==> config.mk <==
export PLATFORM = sky130hd
export DESIGN_NAME = mc_controller
export DESIGN_NICKNAME = d
export VERILOG_FILES = /design/src/rtl/mc_ctrl_pkg.sv /design/src/rtl/mc_controller_decode.sv /design/src/rtl/mc_controller.sv
export SDC_FILE = /design/constraint.sdc
export NUM_CORES = 1
export LEC_CHECK = 0
export ABC_AREA = 1
export CORE_MARGIN = 2
export CORE_UTILIZATION = 39
export DETAILED_ROUTE_END_ITERATION = 16
export GPL_TIMING_DRIVEN = 0
export PLACE_DENSITY = 0.79
export SYNTH_ARGS = -nofsm -noshare
export SYNTH_HDL_FRONTEND = slang
export SYNTH_SLANG_ARGS = --single-unit
==> constraint.sdc <==
create_clock -name clk -period 3.35 [get_ports clk]
set_input_delay 0.67 -clock clk [delete_from_list [all_inputs] [get_ports clk]]
set_output_delay 0.67 -clock clk [all_outputs]
set_load 0.005 [all_outputs]
==> src/rtl/mc_ctrl_pkg.sv <==
// mc_ctrl_pkg: opcodes, state encoding and IRQ vector shared by
// the mc_controller slice.
package mc_ctrl_pkg;

  localparam logic [3:0] OP_NOP = 4'h0;
  localparam logic [3:0] OP_LDO = 4'h1;
  localparam logic [3:0] OP_LDA = 4'h2;
  localparam logic [3:0] OP_STO = 4'h3;
  localparam logic [3:0] OP_PRE = 4'h4;
  localparam logic [3:0] OP_ADD = 4'h5;
  localparam logic [3:0] OP_LDM = 4'h6;
  localparam logic [3:0] OP_ADN = 4'h7;
  localparam logic [3:0] OP_INC = 4'h8;
  localparam logic [3:0] OP_DEC = 4'h9;
  localparam logic [3:0] OP_JMP = 4'hA;
  localparam logic [3:0] OP_JZ  = 4'hB;
  localparam logic [3:0] OP_HLT = 4'hF;

  // PC value the datapath loads while in S_IRQ
  localparam logic [7:0] IRQ_VEC = 8'h04;

  typedef enum logic [4:0] {
    S_IDLE   = 5'd0,
    S_FETCH  = 5'd1,
    S_DECODE = 5'd2,
    S_OPRD   = 5'd3,
    S_MEMRD  = 5'd4,
    S_MEMWR  = 5'd5,
    S_EXEC   = 5'd6,
    S_JLD    = 5'd7,
    S_JINC   = 5'd8,
    S_HALT   = 5'd9,
    S_IRQ    = 5'd10
  } state_e;

endpackage

==> src/rtl/mc_controller_decode.sv <==
// mc_decode: combinational opcode classifier; illegal opcodes are
// folded to NOP so the controller never sees them.
module mc_decode
  import mc_ctrl_pkg::*;
#(
  parameter int OPW = 4
) (
  input  logic [OPW-1:0] ins,
  output logic [3:0]     op,
  output logic           illegal,
  output logic           is_nop,
  output logic           is_hlt,
  output logic           is_mem,
  output logic           is_exec,
  output logic           is_jmp
);

  logic hi_set;

  if (OPW > 4) begin : g_hi
    assign hi_set = |ins[OPW-1:4];
  end else begin : g_nohi
    assign hi_set = 1'b0;
  end

  always_comb begin
    illegal = hi_set || (ins[3:0] inside {4'hC, 4'hD, 4'hE});
    op      = illegal ? OP_NOP : ins[3:0];
    is_nop  = (op == OP_NOP);
    is_hlt  = (op == OP_HLT);
    is_mem  = op inside {OP_LDO, OP_LDA, OP_STO};
    is_exec = op inside {OP_PRE, OP_ADD, OP_LDM,
                         OP_ADN, OP_INC, OP_DEC};
    is_jmp  = op inside {OP_JMP, OP_JZ};
  end

endmodule

==> src/rtl/mc_controller.sv <==
// mc_controller: multi-cycle CPU control FSM.
// Optional interrupt entry enabled by defining CTRL_IRQ_EN.
module mc_controller
  import mc_ctrl_pkg::*;
#(
  parameter int OPW     = 4,
  parameter int STATE_W = 5
) (
  input  logic               clk,
  input  logic               rst,
  input  logic [OPW-1:0]     ins,
  input  logic               zero,
  input  logic               mem_ready,
  input  logic               run,
  output logic               pc_en,
  output logic               pc_in,
  output logic               ir_load,
  output logic               ac_ena,
  output logic               write_r,
  output logic               read_r,
  output logic               ram_ena,
  output logic               ram_read,
  output logic               ram_write,
  output logic               rom_ena,
  output logic               rom_read,
  output logic               ad_sel,
  output logic               im_int,
  output logic [STATE_W-1:0] state,
  output logic               halted,
  output logic               illegal
`ifdef CTRL_IRQ_EN
  ,
  input  logic               irq,
  output logic               irq_ack
`endif
);

  state_e state_q, state_d, fetch_nxt;
  logic [3:0] op;
  logic dec_ill, is_nop, is_hlt;
  logic is_mem, is_exec, is_jmp;
  logic irq_req;

  mc_decode #(.OPW(OPW)) u_dec (
    .ins     (ins),
    .op      (op),
    .illegal (dec_ill),
    .is_nop  (is_nop),
    .is_hlt  (is_hlt),
    .is_mem  (is_mem),
    .is_exec (is_exec),
    .is_jmp  (is_jmp)
  );

`ifdef CTRL_IRQ_EN
  assign irq_req = irq;
`else
  assign irq_req = 1'b0;
`endif

  // every return to FETCH is an interrupt window
  assign fetch_nxt = irq_req ? S_IRQ : S_FETCH;

  always_ff @(posedge clk) begin
    if (rst) state_q <= S_IDLE;
    else     state_q <= state_d;
  end

  always_comb begin
    state_d = state_q;
    case (state_q)
      S_IDLE:  state_d = S_FETCH;
      S_FETCH: if (mem_ready) state_d = S_DECODE;
      S_DECODE: begin
        unique case (1'b1)
          is_nop:  state_d = fetch_nxt;
          is_hlt:  state_d = S_HALT;
          is_exec: state_d = S_EXEC;
          is_mem:  state_d = S_OPRD;
          is_jmp: begin
            if (op == OP_JMP || zero) state_d = S_JLD;
            else                      state_d = S_JINC;
          end
          default: state_d = fetch_nxt;
        endcase
      end
      S_OPRD:
        state_d = (op == OP_STO) ? S_MEMWR : S_MEMRD;
      S_MEMRD: if (mem_ready) state_d = S_EXEC;
      S_MEMWR: if (mem_ready) state_d = S_EXEC;
      S_EXEC:  state_d = fetch_nxt;
      S_JLD:   state_d = fetch_nxt;
      S_JINC:  state_d = fetch_nxt;
      S_HALT: begin
        if (irq_req)  state_d = S_IRQ;
        else if (run) state_d = S_FETCH;
      end
`ifdef CTRL_IRQ_EN
      S_IRQ:   state_d = S_FETCH;
`endif
      default: state_d = S_IDLE;
    endcase
  end

  always_comb begin
    pc_en     = 1'b0;
    pc_in     = 1'b0;
    ir_load   = 1'b0;
    ac_ena    = 1'b0;
    write_r   = 1'b0;
    read_r    = 1'b0;
    ram_ena   = 1'b0;
    ram_read  = 1'b0;
    ram_write = 1'b0;
    rom_ena   = 1'b0;
    rom_read  = 1'b0;
    ad_sel    = 1'b0;
    im_int    = 1'b0;
    halted    = 1'b0;
    illegal   = 1'b0;
`ifdef CTRL_IRQ_EN
    irq_ack   = 1'b0;
`endif
    case (state_q)
      S_FETCH: begin
        rom_ena  = 1'b1;
        rom_read = 1'b1;
        ir_load  = 1'b1;
      end
      S_DECODE: begin
        pc_en   = 1'b1;
        im_int  = (op == OP_ADN);
        illegal = dec_ill;
      end
      S_OPRD: begin
        rom_ena  = 1'b1;
        rom_read = 1'b1;
        ac_ena   = 1'b1;
        pc_en    = 1'b1;
      end
      S_MEMRD: begin
        ad_sel   = 1'b1;
        write_r  = 1'b1;
        ac_ena   = 1'b1;
        rom_ena  = (op == OP_LDO);
        rom_read = (op == OP_LDO);
        ram_ena  = (op == OP_LDA);
        ram_read = (op == OP_LDA);
      end
      S_MEMWR: begin
        ad_sel    = 1'b1;
        read_r    = 1'b1;
        ram_ena   = 1'b1;
        ram_write = 1'b1;
      end
      S_EXEC: begin
        ac_ena  = is_exec;
        read_r  = op inside {OP_PRE, OP_ADD};
        write_r = (op == OP_LDM);
      end
      S_JLD: begin
        pc_in    = 1'b1;
        rom_ena  = 1'b1;
        rom_read = 1'b1;
      end
      S_JINC:  pc_en  = 1'b1;
      S_HALT:  halted = 1'b1;
`ifdef CTRL_IRQ_EN
      S_IRQ: begin
        pc_in   = 1'b1;
        irq_ack = 1'b1;
      end
`endif
      default: ;
    endcase
  end

  assign state = STATE_W'(state_q);

endmodule

# Yosys cells after proc, flatten, opt, wreduce, memory -nomap -nowiden
# Index checks and enable logic that the tools add are counted.
# totals
register_bits	5
latchBits	0
mem_bits_rw	0
romBits	0
inputBits	9
output_inout_bits	20
n_memories	0
# classes
n_addsub	0
mul	0
div	0
n_lt_le_gt_ge	0
eq_ne	27
shift	0
mux	22
n_bitwise	0
reduce_logical	13
# ops
cell	n
$eq 4x4->1 const B	8
$pmux 5 s6	1
$eq 5x3->1 const B	4
$eq 4x3->1 const B	4
$pmux 4 s4	1
$mux 5	3
$eq 5x2->1 const B	2
$eq 5x4->1 const B	2
$mux 1	10
$pmux 1 s2	5
$eq 4x2->1 const B	2
$mux 4	2
$reduce_bool 3->1	2
$reduce_bool 6->1	1
$reduce_or 3->1	2
$eq 5x1->1 const B	1
$logic_not 5->1	1
$eq 4x1->1 const B	1
$ne 2x2->1 const B	2
$reduce_bool 2->1	2
$reduce_or 2->1	2
$reduce_or 4->1	1
$reduce_and 3->1	1
$ne 2x1->1 const B	1
$logic_or 1x1->1	1

# Logic depth before layout (Yosys ltp)
# Gate-level depths: netlist (run 1).
# depth
word_depth	8
depth_mapped	9
depth_no_buf	9

# Cells and area by module
# A second synthesis (run 1) with hierarchy kept.
# unflattened
hier_cells	112
area_unflattened_um2	594.3
# by_module_without_submodules
module	instances	cells_per_inst	area_each_um2
mc_controller	1	91	494.2
mc_decode	1	21	100.1

# Worst setup path after synthesis (run 1)
# No wires, ideal clock.
# synth_timing
kind	input to output
start	in ins[3]
end	out rom_read
arrival_ns	1.323
t_required_ns	2.680
setup_slack_ns	1.357
stages	4
path_cell_list	nor2_1 > nand3_1 > o221ai_1 > buf_4
# synth_between
elab_chain_cells	5
word_cells_on_any_way	7
cone_classes	4 x eq/ne; 2 x mux; 1 x reduce/logical
# synth_rtl
item	line_no	text
from (decl)	mc_controller.sv:11	input logic [OPW-1:0] ins,
$eq 4x4->1	mc_controller_decode.sv:27	illegal = hi_set || (ins[3:0] inside {4'hC, 4'hD, 4'hE});
$reduce_bool 3->1	mc_controller_decode.sv:27	
$mux 4 (*)	mc_controller_decode.sv:28	op = illegal ? OP_NOP : ins[3:0];
$eq 4x1->1 (*)	--	
$pmux 1 s2 (*)	--	
to (decl)	mc_controller.sv:25	output logic rom_read,
# Mark *: on every way between the ends. The rest lies on a longest branch, timed or not.

# Worst setup path after layout (run 1)
# layout_timing
start	in ins[2]
end	out ac_ena
# layout_between
elab_chain_cells	6
word_cells_on_any_way	13
cone_classes	9 x eq/ne; 2 x mux; 2 x reduce/logical
# layout_rtl
item	line_no	text
$eq 4x4->1	mc_controller_decode.sv:27	
$reduce_bool 3->1	mc_controller_decode.sv:27	
$mux 4 (*)	mc_controller_decode.sv:28	
$eq 4x3->1 / $eq 4x4->1 (equally long branches)	mc_controller_decode.sv:32	is_exec = op inside {OP_PRE, OP_ADD, OP_LDM,
$reduce_bool 6->1 (*)	mc_controller_decode.sv:32	
$pmux 1 s2 (*)	mc_controller.sv:124	case (state_q)
to (decl)	mc_controller.sv:18	output logic ac_ena,
# Marks and branches as above.

==> results of run 1 <==
-- area by class of cell --
class	count	area (um^2)
multi-input combinational	64	345
timing repair buffer	27	270
buffer	3	28.8
sequential	4	80.1
fill	139	447
clock buffer	3	22.5
tap	15	18.8
inverter	15	56.3
-- cell usage in the layout (no fill, tap or decap), drive strengths merged, types with 2 or more instances in the layout --
master and n:
nor2 18, nand2 21, nor4 2, inv 15, clkdlybuf4s50 27, a21oi 4
buf 2, o21ai 4, dfxtp 4, clkbuf 4, nand3 5
-- critical path, delay by kind of cell --
family	cells	cell delay, ps
AOI/OAI and AO/OA	1	320
and+or+nand+nor	3	330
buffers and inverters	2	1110
-- where the power goes --
group / internal, mW / switching [mW]
Clock: 0.0401 / 0.0196
Sequential: 0.0631 / 0.0235
Combinational: 0.184 / 0.170
-- stage by stage --
stage	util [%]	hold WS [ps]	setup slack [ps]	instance area [um^2]	power, mW
after CTS	64.8	647	273	822	0.501
after floorplan	-	632	1360	510	0.289
after global placement	63.0	638	260	800	0.434
after global routing	64.8	659	175	822	0.545
after detailed placement	63.0	641	277	800	0.441
final	64.8	643	250	822	0.500
-- cell families (layout without fill, tap and decap cells) --
group / Yosys count / in the layout / share of synthesized area (%)
buf+inv: 18 / 48 / 16.7
other cells: 1 / 1 / 0.735
flops: 4 / 4 / 15.7
simple gates: 49 / 49 / 47.1
compound gates: 14 / 14 / 19.9
-- worst min path at each step --
stage | from | to | depth (start not counted)
2_1_floorplan | state[0] | state[0] | 3
3_3_place_gp | state[0] | state[0] | 3
3_5_place_dp | state[0] | state[0] | 3
4_1_cts | state[0] | state[0] | 3
5_1_grt | state[0] | state[0] | 3
6_report | state[0] | state[0] | 3
-- layer usage --
metal,vias to the layer above,track usage [%]
li1,338,-
met1,268,24.1
met2,24,31.5
met3,2,1.67
met4,0,5.00
met5,-,0
==> impl_metrics.toml, run 1 <==
[status]
status = "complete, no violations"

[clocking]
clockBufferDepth = 2
cts_resized = 0
cts_tree = "built"
clk_latency_ps = 230
cts_max_level = 1
clk_pin_slew_ps = 40
cts-root-buf = "clkbuf_4"
cts-hold-fix-buffers = 0
cts_setup_buffers = 0
numCtsBuffers = 3
cts.sinks = 4

[place]
dp_hpwl_um = 1110
portBuffers = 27
dp_cells = 128
gp_congestion = 0.839

[worst_setup_path]
cp-endpoint = "ac_ena"
r2r_start = "state[3]"
critPathLaunch = "ins[2]"
critical-path-max-stage-delay_ps = 570
cp-start-kind = "primary input"
r2r_slack_ps = 2110
slowest_stage = "clkdlybuf4s50_1"
r2r-end = "state[1]"
cp-end-kind = "output port"
cp.required_ps = 2680
criticalPathCategory = "in2out"
path_max_fanout = 4
path_cells = "clkdlybuf4s50_1 -> nor2_1 -> nor2_1 -> nand2_1 -> o311ai_0 -> clkdlybuf4s50_1"
arrival_ps = 2430
rr_worst_depth = 7

[power_and_ir_drop]
ir_drop_uv = 260
p_leak_nw = 0.359
p_per_area_mw_per_mm2 = 608

[job]
cap_violations = 0

[final_layout]
drive_above_1_share_pct = 18.1
finish.net_count = 127
largest_reg_flops = 4
fin_cells = 131
area_delta_synth_final_pct = 61.0
num_antenna_cells = 0

[drt]
detail_route.wl_per_cell_um = 10.4
routed-wl-met2_um = 649
drc = 0
dr.pass1.iters = 4
postRouteAntennaNets = 0
vias = 632
drt_iter0_drc = 8
wirelength_um = 1370
dr_wl_met3_um = 69
vias_per_cell = 4.82
routed.top_layer = "met4"
drt-met1-wl_um = 630

[timing]
fin_crit_ps = 3100
hold_violations = 0
finalSetupTns_ps = 0
skew_ps = 2.58
slew_viol_final = 0
finalCritPeriodShare_pct = 92.5
clock.fmax_mhz = 323
rsz0062_at_grt = "false"
finalSetupViolCount = 0

[synthesis]
synth_area_leaders = "dfxtp_1 (16%), nand2_1 (13%), inv_1 (10%)"
netlist_area_um2 = 510
ys_seq_elements = 4
synth.avg_cell_area_um2 = 5.94
ys.flop_type = "dfxtp_1"
yosysWarnings = 0
synth.distinct_cells = 28
synth.largest_area_cell = "dfxtp_1"
synth_enable_flop_cells = 0
synth_fp_nets = 95
async_flop_share_pct = 0
synth_top_area_share_pct = 15.7
synthCells = 86
synth_commonest_cells = "nand2_1 (17), inv_1 (14), nor2_1 (13)"
ys_seq_area_share_pct = 15.7
synth.most_common_cell = "nand2_1"

[floorplan]
core-area_mm2 = 0.00127
initial_core_util_pct = 40.2
pin_count = 29
fp.dieW_um = 40.2
dieArea_mm2 = 0.00161
die_h_um = 40.2
row_count = 13

[global_routing]
antenna_found_initial = 0
track_usage_pct = 18.3
grt_pass1_vias = 484
grt_max_degree = 10
grt_pass1_wl_um = 2020
overflow = 0

[worst_hold_path]
hp-class = "reg2reg"
No activity file was read; power rests on OpenSTA's default activity.
==> run 2, diff against run 1 <==
--- a/config.mk
+++ b/config.mk
@@ -5,9 +5,9 @@
 export SDC_FILE = /design/constraint.sdc
 export NUM_CORES = 1
 export LEC_CHECK = 0
-export ABC_AREA = 1
+export ABC_AREA = 0
 export CORE_MARGIN = 2
-export CORE_UTILIZATION = 39
+export CORE_UTILIZATION = 40
 export DETAILED_ROUTE_END_ITERATION = 16
 export GPL_TIMING_DRIVEN = 0
 export PLACE_DENSITY = 0.79
==> impl_metrics.toml, run 2 <==
[drt]
wirelength_um = 1530
dr.pass1.iters = 4
drc = 0
drt_iter0_drc = 22
vias_per_cell = 5.69
vias = 700
detail_route.wl_per_cell_um = 12.5
postRouteAntennaNets = 0

[final_layout]
final_common_cell = "clkdlybuf4s50_1"
layout_common_cells = "clkdlybuf4s50_1 (27), nor2_1 (13), nand2b_1 (6), nand2_1 (5), a21oi_1 (5)"
seq_area_um2 = 80.1
finish.net_count = 119
num_antenna_cells = 0
multi_input_area_um2 = 414
largest_reg_flops = 4
fill_cells = 125
drive_above_1_share_pct = 9.26
area_delta_synth_final_pct = 57.9
fin_cells = 123

[timing]
hold_violations = 0
finalSetupViolCount = 0
slew_viol_final = 0
fin_crit_ps = 3030
finalSetupTns_ps = 0
skew_ps = 5.07
rsz0062_at_grt = "false"
clock.fmax_mhz = 330
finalCritPeriodShare_pct = 90.4

[power_and_ir_drop]
p_per_area_mw_per_mm2 = 665
ir_drop_uv = 367
p_leak_nw = 0.334

[synthesis]
ys_seq_area_share_pct = 14.9
ys.flop_type = "dfxtp_1"
synth_enable_flop_cells = 0
synth.distinct_cells = 37
synth.most_common_cell = "nor2_1"
synthCells = 78
synth_top_area_share_pct = 14.9
synth.avg_cell_area_um2 = 6.90
netlist_area_um2 = 538
yosysWarnings = 0
synth.largest_area_cell = "dfxtp_1"
ys_seq_elements = 4
synth_area_leaders = "dfxtp_1 (15%), nor2_1 (9.1%), nand2b_1 (7.0%)"
async_flop_share_pct = 0
synth_fp_nets = 87
synth_commonest_cells = "nor2_1 (13), nand2b_1 (6), a21oi_1 (5), nand2_1 (5), dfxtp_1 (4)"

[worst_setup_path]
arrival_ps = 2360
cp.required_ps = 2680
cp.buffers_inverters = 3
cp-end-kind = "output port"
critical-path-max-stage-delay_ps = 530
path_delay_family = "buffers and inverters"
path_cells = "clkdlybuf4s50_1 -> nor3_1 -> a32oi_1 -> nor2_1 -> buf_4 -> clkdlybuf4s50_1"
path_max_fanout = 8
cp-start-kind = "primary input"
criticalPathCategory = "in2out"
cp_common_cell = "clkdlybuf4s50_1"
slowest_stage = "clkdlybuf4s50_1"

[floorplan]
row_count = 13
initial_core_util_pct = 41.9
core-area_mm2 = 0.00128
die_h_um = 40.7
dieArea_mm2 = 0.00165
pin_count = 29
fp.dieW_um = 40.7

[global_routing]
overflow = 0
track_usage_pct = 23.3
grt_max_degree = 11
grt_pass1_vias = 583
grt_pass1_wl_um = 2590
antenna_found_initial = 0

[clocking]
clk_pin_slew_ps = 30
cts_max_level = 1
cts-root-buf = "clkbuf_4"
cts_setup_buffers = 0
cts.sinks = 4
clk_latency_ps = 230
numCtsBuffers = 3
cts-hold-fix-buffers = 0
clockBufferDepth = 2
cts_resized = 0
cts_tree = "built"

[place]
dp_cells = 120
gp_congestion = 0.859
dp_hpwl_um = 1240
portBuffers = 27

[job]
cap_violations = 0

[worst_hold_path]
hp-class = "reg2reg"

[status]
status = "complete, no violations"
[run 2: changes by cell type in the layout (fill, tap and decap cells not counted), moves of 3 or more]
| cell | change |
|---|---|
| a21oi_1 | +3 |
| nor2_2 | -4 |
| nand2_1 | -12 |
| nand2b_1 | +6 |
| inv_1 | -13 |
| nand2_2 | -3 |
[run 2: logic make-up (layout without fill, tap and decap cells)]
logic type,after synthesis,in the layout,synth area share (%)
flops,4,4,14.9
compound gates,22,22,30.9
buf+inv,7,37,8.14
simple gates,44,44,45.3
other cells,1,1,0.697
[run 2: cell type report]
type                       instances  share of cell area [%]
buffer                             6                    4.71
clock buffer                       3                    2.65
inverter                           1                   0.442
multi-input combinational         67                    48.7
sequential                         4                    9.43
tap                               15                    2.21
timing repair buffer              27                    31.8
[run 2: stage by stage]
| stage | setup slack, ps | power, mW | instance area [um^2] | util [%] | hold WS [ps] |
|---|---|---|---|---|---|
| 6_report | 321 | 0.565 | 850 | 66.1 | 655 |
| 5_1_grt | 187 | 0.631 | 850 | 66.1 | 692 |
| 4_1_cts | 297 | 0.571 | 850 | 66.1 | 647 |
| 3_5_place_dp | 292 | 0.509 | 827 | 64.4 | 639 |
| 3_3_place_gp | 330 | 0.500 | 827 | 64.4 | 626 |
| 2_1_floorplan | 1420 | 0.323 | 538 | - | 568 |
[run 2: per-layer routing]
metal | GRT usage [%] | share of wire (%) | vias to the layer above
met5 | 0 | 0 | -
met4 | 5.83 | 1.2 | 0
met3 | 5.43 | 6.3 | 2
met2 | 37.3 | 52 | 31
met1 | 31.0 | 41 | 320
li1 | - | - | 347
[run 2: power breakdown]
group          leakage (nW)  internal (mW)  switching (mW)
combinational         0.287          0.229           0.178
sequential           0.0329         0.0661          0.0340
clock                0.0138         0.0400          0.0182
[run 2: path summary, 6_finish.rpt]
kind	from	to	slack (ps)	cells after the start
worst min register to register	state[2]	state[2]	650	2
worst max register to register	state[1]	state[1]	1960	4
worst max-delay path	ins[3]	rom_read	320	6
worst min-delay path	state[2]	state[2]	650	2
[run 2: tightest hold or removal path: stages, from the launching register on]
cell and delay [ps]:
dfxtp_1 360, nand2b_1 150, a211oi_1 90
